**config.mk**
```make
export PLATFORM = sky130hd
export DESIGN_NAME = divisor_secuencial
export DESIGN_NICKNAME = d
export VERILOG_FILES = /design/src/rtl/divisor_secuencial.sv
export SDC_FILE = /design/constraint.sdc
export NUM_CORES = 1
export LEC_CHECK = 0
export CAP_MARGIN = 20
export CORE_MARGIN = 4
export CORE_UTILIZATION = 35
export DETAILED_ROUTE_END_ITERATION = 16
export HOLD_SLACK_MARGIN = 0.02
export PLACE_DENSITY_LB_ADDON = 0.05
export SLEW_MARGIN = 30
export SYNTH_ARGS = -nofsm -noshare
export SYNTH_HDL_FRONTEND = slang
export SYNTH_SLANG_ARGS = --single-unit
```
**constraint.sdc**
```tcl
create_clock -name clk -period 2.85 [get_ports clk]
set_input_delay 0.285 -clock clk [delete_from_list [all_inputs] [get_ports clk]]
set_output_delay 0.285 -clock clk [all_outputs]
set_load 0.005 [all_outputs]
```
**src/rtl/divisor_secuencial.sv**
```systemverilog
// 4-bit unsigned sequential divider using restoring division, one quotient bit per clock.
// A zero divisor finishes at once with Q=4'b1111, R=OP1 and the dz flag set.
module divisor_secuencial (
  input  logic       clk,
  input  logic       reset,
  input  logic       start,
  input  logic [3:0] OP1,
  input  logic [3:0] OP2,
  output logic [3:0] Q,
  output logic [3:0] R,
  output logic       busy,
  output logic       done,
  output logic       dz
);

  typedef enum logic [1:0] {IDLE, CALC, FIN} state_t;

  state_t     state;
  state_t     next_state;
  logic       accept;
  logic [3:0] a;
  logic [3:0] qw;
  logic [3:0] m;
  logic [1:0] cnt;
  logic [4:0] shifted;
  logic [4:0] diff;
  logic [3:0] a_next;
  logic [3:0] qw_next;

  always_ff @(posedge clk or negedge reset) begin
    if (!reset) state <= IDLE;
    else        state <= next_state;
  end

  always_comb begin
    next_state = state;
    accept     = 1'b0;
    case (state)
      IDLE, FIN: begin
        if (start) begin
          accept     = 1'b1;
          next_state = (OP2 == 4'd0) ? FIN : CALC;
        end else begin
          next_state = IDLE;
        end
      end
      CALC:    if (cnt == 2'd3) next_state = FIN;
      default: next_state = IDLE;
    endcase
  end

  // One restoring step. The partial remainder stays below the divisor between
  // steps, so its 5th bit only exists transiently in shifted/diff.
  always_comb begin
    shifted = {1'b0, a, qw[3]};
    shifted = {a, qw[3]};
    diff    = shifted - {1'b0, m};
    if (diff[4]) begin
      a_next  = shifted[3:0];
      qw_next = {qw[2:0], 1'b0};
    end else begin
      a_next  = diff[3:0];
      qw_next = {qw[2:0], 1'b1};
    end
  end

  always_ff @(posedge clk or negedge reset) begin
    if (!reset) begin
      a   <= 4'd0;
      qw  <= 4'd0;
      m   <= 4'd0;
      cnt <= 2'd0;
      Q   <= 4'd0;
      R   <= 4'd0;
      dz  <= 1'b0;
    end else if (accept) begin
      a   <= 4'd0;
      cnt <= 2'd0;
      qw  <= OP1;
      m   <= OP2;
      if (OP2 == 4'd0) begin
        Q  <= 4'b1111;
        R  <= OP1;
        dz <= 1'b1;
      end
    end else if (state == CALC) begin
      a   <= a_next;
      qw  <= qw_next;
      cnt <= cnt + 2'd1;
      if (cnt == 2'd3) begin
        Q  <= qw_next;
        R  <= a_next;
        dz <= 1'b0;
      end
    end
  end

  assign busy = (state == CALC);
  assign done = (state == FIN);

endmodule

```
==> results of run 1 <==
## state kept, by name, summed over array words and instances (netlist names)
signal  count
qw          4
dz          1
state       2
cnt         2
Q           4
m           4
R           4
a           4
## cell usage after synthesis (all sizes together) (3+ instances only)
library cell  count  area share
a21o              3       0.018
nand2b            3       0.016
ha                5       0.047
a21oi            16       0.060
inv               7       0.020
dfrtp            25        0.47
buf               4       0.017
nand2            20       0.058
nor3              4       0.015
nor2             13       0.040
nand3             6       0.022
o21ai            17       0.064
## area by class of cell
type                            instances  area [µm²]
Inverter                                7       26.28
Clock inverter                          1       8.758
Timing Repair Buffer                   23       225.2
Sequential cell                        25       625.6
Clock buffer                            3       41.29
Tap cell                               48       60.06
Fill cell                             391        2042
Multi-Input combinational cell        107       659.4
## metrics by stage
| stage | power (µW) | setup slack [ns] | instance area (µm²) | hold WS [ns] | util |
|---|---|---|---|---|---|
| after floorplan | 1524 | 0.8379 | 1338 | -0.01059 | - |
| after global placement | 1886 | 0.6523 | 1597 | 0.4834 | 0.4328 |
| after detailed placement | 1900 | 0.6357 | 1597 | 0.4734 | 0.4328 |
| after CTS | 2137 | 0.6213 | 1647 | 0.3817 | 0.4464 |
| after global routing | 2330 | 0.5096 | 1647 | 0.4044 | 0.4464 |
| final | 2114 | 0.6286 | 1647 | 0.3650 | 0.4464 |
## power breakdown
part	switching, µW	internal, µW	total (µW)
logic	653	578	1230
registers	123	528	651
clock network	130	103	232
total	905	1210	2110
## per-layer routing
metal | up-vias | GRT usage | part of all wire | wire length [µm]
li1 | 546 | - | - | -
met1 | 501 | 0.2081 | 0.52 | 1601
met2 | 25 | 0.1973 | 0.43 | 1330
met3 | 2 | 0.03043 | 0.043 | 132
met4 | 0 | 0.02553 | 0.0062 | 19
met5 | - | 0 | 0 | 0
## cells in the final DEF, fill, tap and decap left out, types with 2 or more instances in the layout
cell type        synthesis  final
o21ai_1                  2      2
nand3_1                  6      6
nor2_2                   2      2
clkbuf_8                 0      3
a41oi_1                  2      2
nand2b_1                 2      2
nor2b_1                  2      2
nor3_1                   4      4
o21ai_0                 15     15
o211ai_1                 2      2
clkdlybuf4s50_1          0     21
a21oi_1                 16     16
ha_1                     5      5
dfrtp_1                 25     25
nand2_1                 19     19
buf_4                    1      2
inv_1                    7      7
nor2_1                  11     11
a21o_1                   2      2
mux2i_1                  2      2
## worst max path at each step
stage / start / endpoint / slack [ns] / cells past startpoint
2_1_floorplan: qw[3] / R[3] / 0.84 / 8
3_3_place_gp: qw[3] / R[3] / 0.65 / 8
3_5_place_dp: qw[3] / R[3] / 0.64 / 8
4_1_cts: qw[3] / R[3] / 0.62 / 8
5_1_grt: qw[3] / R[3] / 0.51 / 8
6_report: qw[3] / R[3] / 0.63 / 8
## cell families (layout without fill, tap and decap cells)
group	Yosys count	count (layout)
compound gates	45	45
buf+inv	12	34
xor+xnor	3	3
simple gates	51	51
mux	2	2
flops	25	25
fa+ha+maj	6	6
==> key figures, run 1 <==
Global routing
  – First-pass GRT wire length: 5.382 mm
  – Largest net degree at the start of global routing: 26
  – GRT Overall Usage: 0.1364
  – GR Overflow Total: 0
  – Vias in the first global route: 1096
  – Initial antenna violation count: 0

STA
  – Skew final: 0.005163 ns
  – Final setup TNS: 0 ns
  – Fin. max-slew vios: 0
  – Unrepaired setup endpoints after global routing: no
  – Worst slew pin tran: 0.7114 ns
  – Final hold viol count: 0
  – Relative slew slack: 0.5248
  – Setup Viol. Count Final: 0
  – Period utilization: 0.7794
  – Max Clock Freq: 450.2 MHz
  – Final Critical Period: 2.221 ns

Worst setup path
  – Worst Path Max Fanout: 5
  – Buf/Inv on CP: 1
  – R2R Path End: R[3]
  – Worst setup SP type: register
  – Worst Reg-to-Reg Cells: 8
  – Arrival @ worst endpoint: 2.39 ns
  – Crit-path cells: inv_1, ha_1, fa_1, nand2b_1, a21o_2, xnor2_2, a2111oi_4, o21ai_1
  – CP peak stage delay: 0.40 ns
  – Crit-path leading delay family: compound AO/OA/AOI/OAI gates
  – Worst Setup End Kind: register
  – Slowest cell on the critical path: fa_1
  – Flop-to-flop setup slack: 0.63 ns
  – Worst r2r src: qw[3]
  – Critical Path RT: 3.01 ns
  – Critical path class: register to register

Synth
  – Avg Cell Area, Syn: 9.288 µm²
  – Syn nets: 161
  – Post-Synth XOR/XNOR Area: 0.02526
  – Compound-gate portion of the synthesized area: 0.2077
  – Synth Flop Type: dfrtp_1
  – Yosys warns: 0
  – Multiplexer area fraction after synthesis: 0.01497
  – Largest family of logic cells by synthesized area: compound AO/OA/AOI/OAI gates
  – Post-synthesis simple-gate area fraction: 0.1833
  – Distinct cells, synth: 35
  – Sequential fraction of the synthesis area: 0.4677
  – Mapped Area: 1338 µm²
  – Adder-Cell Fraction of Synth Area: 0.06174
  – #FFs+latches synth: 25
  – Post-Synthesis Cells: 144
  – FFs w/ async S/R, synth: 1.000
  – Number of flops mapped to enable cells by yosys: 0

Finish
  – Nets@finish: 184
  – Area grow syn2layout: 23.11%
  – # diodes: 0
  – Layout cell share with drive strength beyond 1: 0.09036
  – Finished Layout Cells: 214

Placed design
  – Gpl congestion: 0.7979
  – I/O Buffers: 21
  – Placed cells: 210
  – Post-DP HPWL: 2.303 mm

Power and ir drop
  – Leakage Power: 0.0007185 µW
  – VDD IR-drop max: 0.0004494 V
  – PD cells: 1284 nW/µm²

Clocking
  – Clock root cell: clkbuf_8
  – CTS tree: done
  – Cts hold-fix bufs: 0
  – Clk buf depth: 2
  – Post-CTS Setup Repair Bufs: 0
  – CTS resizes: 0
  – Clock buffer count from CTS: 3
  – Clk_lat worst skew: 0.28 ns
  – Clk sink count: 25
  – H-tree depth: 1
  – Clock transition at path regs: 0.10 ns

Die
  – Row count: 22
  – Core area: 3689 µm²
  – Die Ht: 69.82 µm
  – Die Wd: 69.82 µm
  – Die area: 4875 µm²
  – Starting Density: 0.3626
  – Ports: 22

Detailed routing
  – Vias: 1074
  – ANT nets after route: 0
  – DRC violations left: 0
  – Initial DRC Count: 38
  – Final wirelength: 3.083 mm
  – Drt first pass iters: 4
  – Routed len/inst: 14.41 µm
  – Via density: 5.019

Run
  – Maxcap violations: 0

Outcome
  – Status: complete, no violations

Min path
  – Worst Hold Class: primary input to async pin
No activity file was read; power rests on OpenSTA's default activity.
==> run 2, diff against run 1 <==
Clock period 2.85 ns to 1.8 ns, I/O delays scaled along.
==> run 2 against run 1 <==
Effect of this change:
- the flow now finishes with violations (setup timing)
- largest cell class unchanged
- via count rose by 11%
- critical endpoint unchanged
- combinational power up 110%
- clock-buffer cell count stayed put
- worst hold slack got worse by 0.11 ns
- routed wire length rose by 5.0%
==> key figures, run 2 (synthesis gave the netlist of run 1 again) <==
Power and ir drop
  – VDD IR-drop max: 0.0008869 V
  – Internal power: 2338 µW
  – Sw Ratio: 0.4054
  – Comb power frac: 0.647
  – Leakage Power: 0.0008162 µW
  – Sw Pwr: 1594 µW
  – PD cells: 2135 nW/µm²
  – Clock Power Share: 0.093
  – Total power: 3932 µW
  – Sequential Power Share: 0.260

Run
  – Maxcap violations: 0

Detailed routing
  – Routed len/inst: 13.89 µm
  – ANT nets after route: 0
  – DRC violations left: 0
  – Vias: 1193
  – Via density: 5.120
  – Drt first pass iters: 4
  – Final wirelength: 3.237 mm
  – Initial DRC Count: 57

Die
  – Row count: 22
  – Die Wd: 69.82 µm
  – Die Ht: 69.82 µm
  – Ports: 22
  – Starting Density: 0.3626
  – Die area: 4875 µm²
  – Core area: 3689 µm²

Worst setup path
  – CP startpoint: m[0]
  – Worst setup SP type: register
  – Arrival @ worst endpoint: 2.12 ns
  – Crit-path cells: ha_2, fa_2, nand2b_4, a21o_4, xnor2_4, a2111oi_4, o21ai_1
  – CP peak stage delay: 0.40 ns
  – Slowest cell on the critical path: dfrtp_1
  – Worst Path Max Fanout: 4
  – Buf/Inv on CP: 0
  – Critical path class: register to register
  – Crit-path leading delay family: compound AO/OA/AOI/OAI gates
  – Worst Setup End Kind: register
  – Worst r2r src: m[0]
  – Critical Path RT: 1.96 ns

STA
  – Fin. max-slew vios: 0
  – Final setup TNS: -0.6667 ns
  – Worst slew pin tran: 0.4147 ns
  – Worst Setup Slack, final: -0.1564 ns
  – Relative slew slack: 0.7235
  – Max Clock Freq: 511.1 MHz
  – Skew final: 0.01014 ns
  – Unrepaired setup endpoints after global routing: yes
  – Final hold viol count: 0
  – Setup Viol. Count Final: 10
  – Final Critical Period: 1.956 ns
  – Period utilization: 1.087

Clocking
  – Clock buffer count from CTS: 3
  – Clk_lat worst skew: 0.28 ns
  – Clock transition at path regs: 0.10 ns
  – Clk buf depth: 2
  – Clock root cell: clkbuf_8
  – H-tree depth: 1
  – CTS tree: done
  – Cts hold-fix bufs: 0
  – Clk sink count: 25

Finish
  – Fillers: 359
  – Register area: 625.6 µm²
  – Multi-input gate area: 708.2 µm²
  – Nets@finish: 203
  – Layout cell share with drive strength beyond 1: 0.2216
  – Most frequent cells in the layout: dfrtp_1, clkdlybuf4s50_1, buf_4, nand2_1, a21oi_1
  – Commonest non-fill, non-tap cell in the layout: dfrtp_1
  – Area grow syn2layout: 37.70%
  – # diodes: 0

Placed design
  – Gpl congestion: 0.8118
  – I/O Buffers: 21
  – Post-DP HPWL: 2.521 mm
  – Dpl ws: -0.1696 ns

Global routing
  – GR Overflow Total: 0
  – Most Used Layer, Global Route: met2
  – Initial antenna violation count: 0
  – GR Util met1: 0.1794
  – First-pass GRT wire length: 5.713 mm
  – GRT Overall Usage: 0.1443
  – Met3 Usage GRT: 0.03188
  – GRT met2 Usage: 0.2518
  – Largest net degree at the start of global routing: 26
  – Vias in the first global route: 1239

Outcome
  – Failing checks: setup timing
  – Status: complete, but fails checks

Min path
  – Worst Hold Class: primary input to async pin
-- run 2: changes by cell type in the layout (fill, tap and decap cells not counted), sizes merged --
| cell | previous run | this run |
|---|---|---|
| buf | 2 | 21 |
| clkinvlp | 0 | 1 |
| inv | 8 | 7 |
-- run 2: layer usage --
layer / wire length, µm / up-vias
met5: 0 / -
met4: 19 / 0
met3: 128 / 2
met2: 1645 / 28
met1: 1445 / 577
li1: - / 586
-- run 2: area by class of cell --
cell class | instances | area share
repair buffers | 42 | 0.1997
multi-input cells | 107 | 0.3845
well taps | 48 | 0.03261
flip-flops and latches | 25 | 0.3397
clock buffers | 3 | 0.02242
inverters | 7 | 0.01630
clock inverters | 1 | 0.004755
-- run 2: per-stage QoR --
step	util	instances	area (µm²)	hold slack, ns
after floorplan	-	144	1368	-0.1156
after global placement	0.4735	226	1747	0.4611
after detailed placement	0.4735	226	1747	0.4662
after CTS	0.4953	233	1827	0.2726
after global routing	0.4993	233	1842	0.3116
final	0.4993	233	1842	0.2515
-- run 2: final timing paths --
check,cells past startpoint,to,slack (ns)
min in group clk,3,qw[0],0.48
worst min-delay path,2,R[1],0.25
max in group asynchronous,2,m[1],1.29
worst max-delay path,7,R[3],-0.16
worst min register to register,2,dz,0.48
worst max register to register,7,R[3],-0.16
-- run 2: timing repair --
action                                 in CTS  in global routing
gates resized for setup                     4                  3
endpoints found under the hold margin       0                  0
setup endpoints to repair                  10                 11
buffers inserted                            3                  0
pin swaps                                   3                  1
-- run 2: worst reg2reg max path: stages (launching register included) --
cell and delay, ns:
dfrtp_1 0.40, ha_2 0.19, fa_2 0.34, nand2b_4 0.15
a21o_4 0.24, xnor2_4 0.15, a2111oi_4 0.29, o21ai_1 0.10
-- run 2: power by group through the flow --
stage	clock network (µW)	logic (µW)	registers, µW
floorplan	0	1570	983
global placement	0	2340	1030
detailed placement	0	2370	1040
CTS	374	2520	1020
global route	400	2850	1060
finish	367	2540	1020
==> run 3, diff against run 2 <==
Clock period 1.8 ns to 2.3 ns, I/O delays scaled along.
==> run 3 against run 2 <==
Effect of this change:
- the run now ends clean
- setup slack better by 0.30 ns
- first-iteration DRC count is 14% lower
- clock skew is 0.00056 ns lower
- global-route usage decreased by 0.22 points
- clock power down 24%
- cell count is 7.7% lower
- sequential power down 20%
- register-to-register slack gained 0.30 ns
- core utilization down 4.6 points
- flip-flop and latch count unchanged
- via count fell by 7.3%
- power decreased by 31%
==> key figures, run 3 (synthesis gave the netlist of run 1 again) <==
Outcome
  – Status: complete, no violations

Clocking
  – Cts hold-fix bufs: 0
  – Clk_lat worst skew: 0.28 ns
  – Clock transition at path regs: 0.10 ns
  – Clk buf depth: 2
  – Post-CTS Setup Repair Bufs: 0
  – CTS resizes: 0
  – Clock root cell: clkbuf_8
  – CTS tree: done
  – H-tree depth: 1
  – Clock buffer count from CTS: 3
  – Clk sink count: 25

Worst setup path
  – Arrival @ worst endpoint: 2.32 ns
  – Critical path class: register to register
  – Worst Setup End Kind: register
  – Critical Path RT: 2.47 ns
  – Worst setup SP type: register
  – Worst Path Max Fanout: 5

STA
  – Skew final: 0.009576 ns
  – Worst slew pin tran: 0.5952 ns
  – Period utilization: 0.9357
  – Worst hold slack: 0.3111 ns
  – Final hold viol count: 0
  – Relative slew slack: 0.6032
  – Final Critical Period: 2.152 ns
  – Fin. max-slew vios: 0
  – Max Clock Freq: 464.6 MHz
  – Setup Viol. Count Final: 0

Placed design
  – Gpl congestion: 0.8264
  – Post-DP HPWL: 2.375 mm
  – I/O Buffers: 21
  – Placement Cell Area: 1604 µm²

Die
  – Starting Density: 0.3626
  – Die Wd: 69.82 µm
  – Row count: 22
  – Ports: 22
  – Core area: 3689 µm²
  – Die Ht: 69.82 µm
  – Die area: 4875 µm²

Power and ir drop
  – PD cells: 1628 nW/µm²
  – Sw Ratio: 0.4339
  – Sequential Power Share: 0.299
  – Internal power: 1542 µW
  – Comb power frac: 0.599
  – VDD IR-drop max: 0.0005316 V
  – Leakage Power: 0.0007205 µW
  – Clock Power Share: 0.102
  – Sw Pwr: 1182 µW

Detailed routing
  – Initial DRC Count: 49
  – Routed len/inst: 15.67 µm
  – ANT nets after route: 0
  – Vias: 1106
  – DRC violations left: 0
  – Final wirelength: 3.370 mm
  – Via density: 5.144
  – Drt first pass iters: 4

Finish
  – Area grow syn2layout: 25.07%
  – Design area: 1673 µm²
  – # diodes: 0
  – Layout cell share with drive strength beyond 1: 0.1018
  – Post-layout util: 0.4535
  – Commonest non-fill, non-tap cell in the layout: dfrtp_1
  – Most frequent cells in the layout: dfrtp_1, clkdlybuf4s50_1, nand2_1, a21oi_1, o21ai_0
  – Nets@finish: 185

Global routing
  – Vias in the first global route: 1072
  – Initial antenna violation count: 0
  – GRT Overall Usage: 0.1422
  – Largest net degree at the start of global routing: 26
  – First-pass GRT wire length: 5.499 mm
  – GR Overflow Total: 0

Min path
  – Worst Hold Class: primary input to async pin

Run
  – Maxcap violations: 0
-- run 3: through the flow --
step	instances	setup TNS (ns)	setup slack, ns	power [µW]
after floorplan	144	0	0.2879	1889
after global placement	211	0	0.2036	2325
after detailed placement	211	0	0.1271	2360
after CTS	215	0	0.1212	2650
after global routing	215	-0.00003597	-0.00003597	2972
final	215	0	0.1478	2723
-- run 3: power by group through the flow --
stage | Combinational [µW] | Sequential [µW] | Clock [µW]
2_1_floorplan | 1120 | 769 | 0
3_3_place_gp | 1520 | 808 | 0
6_report | 1630 | 814 | 278
3_5_place_dp | 1540 | 815 | 0
5_1_grt | 1830 | 845 | 301
4_1_cts | 1560 | 810 | 285
-- run 3: area by class of cell --
class / count / area, µm²
Fill cell: 375 / 2016
Sequential cell: 25 / 625.6
Multi-Input combinational cell: 107 / 679.4
Clock buffer: 3 / 41.29
Timing Repair Buffer: 24 / 232.7
Clock inverter: 1 / 7.507
Tap cell: 48 / 60.06
Inverter: 7 / 26.28
-- run 3: worst max-delay path: stages (launching register included) --
cell and delay, ns:
dfrtp_1 0.33, inv_1 0.07, ha_1 0.23, fa_2 0.35
nand2b_1 0.18, a21o_4 0.25, xnor2_4 0.16, a2111oi_4 0.36
o21ai_1 0.10
-- run 3: final timing paths --
path	startpoint	to	slack [ns]	depth (start not counted)
hold / removal	reset	cnt[0]	0.31	2
hold reg to reg	m[0]	m[0]	0.49	2
max in group asynchronous	reset	m[0]	1.73	2
setup / recovery	qw[3]	R[3]	0.15	8
min in group clk	m[0]	m[0]	0.49	2
setup reg to reg	qw[3]	R[3]	0.15	8
-- run 3: layer usage --
metal	global-route usage	wire, µm	vias to the layer above	part of all wire
met4	0.05319	48	0	0.014
met5	0	0	-	0
met2	0.2099	1504	24	0.45
met1	0.2072	1690	528	0.50
met3	0.02319	126	5	0.037
li1	-	-	549	-
